File: config.mk
export PLATFORM = sky130hd
export DESIGN_NAME = multiplier_shift_right_unit
export DESIGN_NICKNAME = d
export VERILOG_FILES = /design/src/rtl/mult_pkg.sv /design/src/rtl/shift_right_register.sv /design/src/rtl/multiplier_shift_right_unit.sv
export SDC_FILE = /design/constraint.sdc
export NUM_CORES = 1
export LEC_CHECK = 0
export CAP_MARGIN = 40
export CORE_MARGIN = 4
export CORE_UTILIZATION = 47
export DETAILED_ROUTE_END_ITERATION = 10
export GPL_TIMING_DRIVEN = 1
export PLACE_DENSITY = 0.83
export SETUP_SLACK_MARGIN = 0.02
export SLEW_MARGIN = 10
export SYNTH_ARGS = -nofsm -noshare
export SYNTH_HDL_FRONTEND = slang
export SYNTH_SLANG_ARGS = --single-unit
File: constraint.sdc
create_clock -name clk -period 2.3 [get_ports clk]
set_input_delay 0.23 -clock clk [delete_from_list [all_inputs] [get_ports clk]]
set_output_delay 0.23 -clock clk [all_outputs]
set_load 0.1 [all_outputs]
File: src/rtl/mult_pkg.sv
// Shared definitions for the shift-and-add multiplier control block and its datapath.
package mult_pkg;

    localparam int WIDTH  = 16;
    localparam int STEP_W = 5;

    // Index of the final RUN cycle; a 16-bit multiplier never needs more than 16 steps.
    localparam logic [STEP_W-1:0] LAST_STEP = 5'd15;
    localparam logic [STEP_W-1:0] STEP_ONE  = 5'd1;
    localparam logic [STEP_W-1:0] STEP_ZERO = 5'd0;

    typedef enum logic [1:0] {
        IDLE = 2'd0,
        LOAD = 2'd1,
        RUN  = 2'd2,
        DONE = 2'd3
    } state_t;

endpackage : mult_pkg

File: src/rtl/shift_right_register.sv
// Loadable logical right-shift register holding the remaining multiplier bits.
module shift_right_register
    import mult_pkg::*;
(
    input  logic             clk,
    input  logic             rst,
    input  logic             load,
    input  logic             shift_en,
    input  logic [WIDTH-1:0] d,
    output logic [WIDTH-1:0] q
);

    logic [WIDTH-1:0] r_q;

    // Load wins over shift; a zero enters at the MSB on every shift.
    always_ff @(posedge clk or posedge rst) begin
        if (rst) begin
            r_q <= {WIDTH{1'b0}};
        end else if (load) begin
            r_q <= d;
        end else if (shift_en) begin
            r_q <= {1'b0, r_q[WIDTH-1:1]};
        end else begin
            r_q <= r_q;
        end
    end

    assign q = r_q;

endmodule : shift_right_register

File: src/rtl/multiplier_shift_right_unit.sv
// Control unit for a shift-and-add multiplier: walks the multiplier bits LSB first,
// asserting add_en for each set bit while an external multiplicand register shifts left.
module multiplier_shift_right_unit
    import mult_pkg::*;
(
    input  logic              clk,
    input  logic              rst,
    input  logic              start,
    input  logic [WIDTH-1:0]  multiplier,
    output logic              load,
    output logic              add_en,
    output logic              busy,
    output logic              done,
    output logic [WIDTH-1:0]  q,
    output logic [STEP_W-1:0] step
);

    state_t              r_state;
    state_t              w_next_state;
    logic [STEP_W-1:0]   r_step;
    logic [WIDTH-1:0]    w_q;
    logic                w_sr_load;
    logic                w_shift_en;
    logic                w_run_last;

    // Operands are captured on the accepting edge so LOAD already sees the multiplier.
    assign w_sr_load  = (r_state == IDLE) && start;
    assign w_shift_en = (r_state == RUN);
    // Stop after step 15, or as soon as no set bits remain above the current one.
    assign w_run_last = (r_step == LAST_STEP) || (w_q[WIDTH-1:1] == {(WIDTH-1){1'b0}});

    shift_right_register u_shift_right_register (
        .clk      (clk),
        .rst      (rst),
        .load     (w_sr_load),
        .shift_en (w_shift_en),
        .d        (multiplier),
        .q        (w_q)
    );

    // State register.
    always_ff @(posedge clk or posedge rst) begin
        if (rst) begin
            r_state <= IDLE;
        end else begin
            r_state <= w_next_state;
        end
    end

    // Next-state logic; start is only looked at in IDLE, so requests are never queued.
    always_comb begin
        w_next_state = r_state;
        case (r_state)
            IDLE: begin
                if (start) begin
                    w_next_state = LOAD;
                end else begin
                    w_next_state = IDLE;
                end
            end
            LOAD: begin
                w_next_state = RUN;
            end
            RUN: begin
                if (w_run_last) begin
                    w_next_state = DONE;
                end else begin
                    w_next_state = RUN;
                end
            end
            DONE: begin
                w_next_state = IDLE;
            end
            default: begin
                w_next_state = IDLE;
            end
        endcase
    end

    // Step counter: cleared when an operation is accepted, advanced on every RUN edge.
    always_ff @(posedge clk or posedge rst) begin
        if (rst) begin
            r_step <= STEP_ZERO;
        end else if (w_sr_load) begin
            r_step <= STEP_ZERO;
        end else if (r_state == RUN) begin
            r_step <= r_step + STEP_ONE;
        end else begin
            r_step <= r_step;
        end
    end

    // Strobes decode only from the state register and q[0], never from start/multiplier.
    always_comb begin
        load   = 1'b0;
        add_en = 1'b0;
        busy   = 1'b0;
        done   = 1'b0;
        case (r_state)
            IDLE: begin
                busy = 1'b0;
            end
            LOAD: begin
                load = 1'b1;
                busy = 1'b1;
            end
            RUN: begin
                add_en = w_q[0];
                busy   = 1'b1;
            end
            DONE: begin
                done = 1'b1;
            end
            default: begin
                busy = 1'b0;
            end
        endcase
    end

    assign q    = w_q;
    assign step = r_step;

endmodule : multiplier_shift_right_unit

==> results of run 1 <==
## flip-flops by register name, indices dropped and copies added, names as in the netlist
name / cells
r_state: 2
step: 5
u_shift_right_register.q: 16
## cells in the mapped netlist
library cell | n | area [um^2]
dfrtp_1 | 23 | 576
mux2i_1 | 17 | 170
nand2_1 | 17 | 63.8
o21ai_2 | 10 | 87.6
ha_1 | 7 | 87.6
buf_6 | 6 | 67.6
nor2_1 | 6 | 22.5
o21ai_1 | 5 | 25.0
inv_1 | 4 | 15.0
nor4_1 | 3 | 18.8
nand4_1 | 2 | 12.5
xor2_1 | 2 | 17.5
a211oi_1 | 1 | 7.51
a21oi_1 | 1 | 5.00
and2_1 | 1 | 6.26
and2_4 | 1 | 8.76
and3_1 | 1 | 6.26
buf_8 | 1 | 15.0
nand2b_1 | 1 | 6.26
nor3_1 | 1 | 5.00
o21ai_0 | 1 | 5.00
xnor2_1 | 1 | 8.76
## path summary, 6_finish.rpt
kind	endpoint	startpoint	slack (ns)
min in group clk	u_shift_right_register.q[6]	multiplier[6]	0.44
worst max-delay path	add_en	r_state[0]	0.36
worst min register to register	step[3]	step[3]	0.60
max in group asynchronous	u_shift_right_register.q[4]	rst	1.83
worst max register to register	u_shift_right_register.q[2]	r_state[0]	0.66
worst min-delay path	r_state[0]	rst	0.24
## kinds of logic (layout without fill, tap and decap cells)
kind of cell / after synthesis / after routing / synth area share [%]
adders and majority gates: 7 / 7 / 7.08
AOI/OAI and AO/OA: 18 / 18 / 10.5
xor gates and xnor gates: 3 / 3 / 2.12
and+or+nand+nor: 33 / 33 / 12.1
muxes: 17 / 17 / 13.8
DFF: 23 / 23 / 46.5
buffers and inverters: 11 / 54 / 7.89
## area by class of cell
class,count,area [um^2]
fill,195,877
sequential,23,576
multi-input combinational,78,564
timing repair buffer,46,403
tap,30,37.5
clock buffer,3,22.5
inverter,4,15.0
clock inverter,1,5.00
## per-stage QoR
step	util, %	worst slack [ns]	instance area, um^2	hold WS, ns
2_1_floorplan	-	0.294	1240	0.232
3_3_place_gp	63.8	0.756	1600	0.556
3_5_place_dp	63.8	0.682	1600	0.565
4_1_cts	64.9	0.331	1620	0.239
5_1_grt	64.9	0.242	1620	0.274
6_report	64.9	0.362	1620	0.241
## layer usage
layer	wire length, um	part of all wire, %
met3	145	5.6
met1	1080	41
met2	1320	51
met5	0	0
met4	56	2.2
## critical path, delay by kind of cell (launching register included)
family | cells | cell delay (ns)
buffers and inverters | 2 | 0.30
DFF | 1 | 0.43
and+or+nand+nor | 1 | 0.26
adders and majority gates | 1 | 0.40
==> summary.txt, run 1 <==
Status: finished clean
Synth cell types: 22
Syn_nets: 138
Initial Utilization: 49.5%
Vias in the first global route: 1,022
Final wirelength: 2.60 mm
CTS tree: done
Crit Path Category: reg2out
First-pass GRT wire length: 4.31 mm
Total vias in the final route: 953
Final period util: 84.3%
Largest net degree at the start of global routing: 38
Post-CTS Hold Buffers: 0
Tmin final: 1.94 ns
F_max: 0.516 GHz
Synthesized flop and latch total: 23
Grt met2 use: 28.9%
Port-buffer cells: 43
Die width: 59.3 um
GRT overflow: 0
Slew at the pin with the worst max-slew slack: 0.412 ns
CP max FO: 10
Sequential area share after synthesis: 46.5%
Syn Area/Cell: 11.0 um^2
Initial DRC Count: 18
Core Area: 2500 um^2
Final nets: 182
Normalized max-slew margin: 72.5%
Critical path launch point type: register
Final Setup Violations: 0
Slowest cell delay on critical path: 0.43 ns
# clock sinks: 23
Initial antenna violation count: 0
Placed Instances: 181
Layout Skew: 0.00508 ns
Commonest non-fill, non-tap cells in the layout: 27 x buf_4, 23 x dfrtp_1, 18 x clkdlybuf4s50_1, 17 x mux2i_1, 17 x nand2_1
Slowest cell on the critical path: dfrtp_1
TritonCTS Buffers: 3
CTS resizes: 0
Worst-path cell chain: inv_1, ha_1, and2_1, buf_12
Worst Reg2Reg Path Length in Cells: 5
Min-delay worst type: in2async
Layout area overhead: 31.1%
WP data arrival: 1.71 ns
Post-route ant nets: 0
Mapped Cells: 112
Crit end category: primary output
Detailed placer's ending HPWL: 1.98 mm
Root Buffer: clkbuf_4
Finished Layout Cells: 185
GR Util met3: 2.61%
Row count: 18
Cell Area, Synth: 1240 um^2
GRT Max-Usage Layer: met2
Max-cap violations: 0
Worst-path clk slew: 0.13 ns
RSZ-0062 raised after global routing: no
Endpoints failing hold: 0
Fin. max-slew vios: 0
H-tree Lvls: 1
Drt wl/cell: 14.0 um
Die H: 59.3 um
Die ar.: 3520 um^2
Io pins: 44
Clock Path Buffers: 2
Yosys warning total: 0
Grt met1 use: 19.0%
ANT cells: 0
DRC viols: 0
Total global-route track usage: 16.5%
Clock latency on the worst-skew pair: 0.31 ns
1st-pass router iterations: 4
Critical Path RT: 2.07 ns
Most common cell after layout, fill and taps aside: buf_4
Vias per inst: 5.15
RePlAce Congestion: 0.765
Post-CTS setup buffers: 0
Setup TNS: 0 ns
Layout cell share with drive strength beyond 1: 27.7%
Power of run 1 is not shown: default switching activity piles up to over one toggle a cycle in this logic, so the estimate is an artifact.
==> inputs of run 2 (changes only) <==
CORE_UTILIZATION = 40   (was 47)
PLACE_DENSITY = 0.75   (was 0.83)
clock period = 1.6 ns   (was 2.3 ns; I/O delays follow)
==> summary.txt, run 2 (synthesis gave the netlist of run 1 again) <==
Status: finished clean
Worst-path clk slew: 0.12 ns
CTS tree: done
DRC viols: 0
Setup TNS: 0 ns
Tmin final: 1.52 ns
Reg-to-Reg Start: step[0]
Final Instance Area: 2010 um^2
Max-cap violations: 0
Drt wl/cell: 15.1 um
ANT cells: 0
Commonest non-fill, non-tap cells in the layout: 26 x buf_12, 18 x clkdlybuf4s50_1, 17 x mux2i_1, 17 x nand2_1, 17 x dfrtp_1
H-tree Lvls: 1
Root Buffer: clkbuf_4
# clock sinks: 23
Slowest cell delay on critical path: 0.42 ns
Final period util: 95.1%
TritonCTS Buffers: 3
CP max FO: 5
Largest net degree at the start of global routing: 24
Critical path launch point type: register
Row count: 19
Endpoints failing hold: 0
Layout area overhead: 62.2%
Most common cell after layout, fill and taps aside: buf_12
Die H: 63.6 um
F_max: 0.657 GHz
Total global-route track usage: 15.8%
RSZ-0062 raised after global routing: yes
Finished Layout Cells: 190
Largest register FFs: 16
Die ar.: 4050 um^2
Fin. max-slew vios: 0
Port-buffer cells: 43
Placed Instances: 185
RePlAce Congestion: 0.747
Util after Layout: 70.4%
Initial DRC Count: 9
Min-delay worst type: in2async
Io pins: 44
Register Area: 588 um^2
Final nets: 186
WP data arrival: 1.36 ns
Slowest cell on the critical path: dfrtp_1
Initial Utilization: 43.4%
Vias per inst: 5.08
Total vias in the final route: 965
Crit Path Category: reg2out
Multi-input logic area: 593 um^2
Layout cell share with drive strength beyond 1: 35.8%
Normalized max-slew margin: 78.0%
Die width: 63.6 um
Crit path launch: r_state[0]
Slew at the pin with the worst max-slew slack: 0.326 ns
Layout Skew: 0.00242 ns
First-pass GRT wire length: 5.02 mm
Cell Area, Placed: 1950 um^2
Fillers: 215
Critical Path RT: 1.44 ns
Final Setup Violations: 0
GRT overflow: 0
Initial antenna violation count: 0
Detailed placer's ending HPWL: 2.25 mm
Clock Path Buffers: 2
Crit end category: primary output
Post-route ant nets: 0
1st-pass router iterations: 5
Final wirelength: 2.87 mm
Worst-path cell chain: inv_2, ha_4, and2_2, buf_12
Post-CTS Hold Buffers: 0
Clock latency on the worst-skew pair: 0.31 ns
Core Area: 2850 um^2
Vias in the first global route: 1,042
FF-to-FF setup slack: 0.11 ns
-- run 2: cell count changes in the layout (fill, tap and decap cells not counted), sizes merged --
cell and change:
clkinv -1, buf +4, clkbuf +1
-- run 2: final timing paths --
path	to	cells past startpoint
setup / recovery	add_en	4
hold / removal	step[2]	3
setup reg to reg	step[4]	4
hold reg to reg	step[2]	2
max in group asynchronous	step[1]	3
min in group clk	u_shift_right_register.q[6]	3
-- run 2: layer usage --
metal,GRT usage [%],vias up,routed length (um)
met5,0,-,0
met1,19.0,458,1190
met2,25.9,26,1480
met4,4.31,0,19
li1,-,479,-
met3,6.57,2,175
-- run 2: layout make-up --
type	instances	area share [%]
Inverter	4	0.748
Multi-Input combinational cell	78	29.6
Tap cell	31	1.93
Clock buffer	4	1.31
Sequential cell	23	29.3
Timing Repair Buffer	50	37.2
-- run 2: what timing repair did --
action | 4_1_cts | 5_1_grt
setup endpoints to repair | 1 | 2
gates resized for setup | 2 | 2
setup buffers | 1 | 0
-- run 2: per-stage QoR --
step | worst slack, ns | hold slack, ns
2_1_floorplan | 0.0224 | 0.162
3_3_place_gp | 0.179 | 0.527
3_5_place_dp | 0.125 | 0.534
4_1_cts | 0.0486 | 0.174
5_1_grt | 0.00503 | 0.214
6_report | 0.0779 | 0.171
-- run 2: worst max-delay path, delay by kind of cell, from the launching register on --
family | cells | cell delay [ns]
DFF | 1 | 0.42
adders and majority gates | 1 | 0.18
buffers and inverters | 2 | 0.29
and+or+nand+nor | 1 | 0.16
Power of run 2 is left out for the same reason.
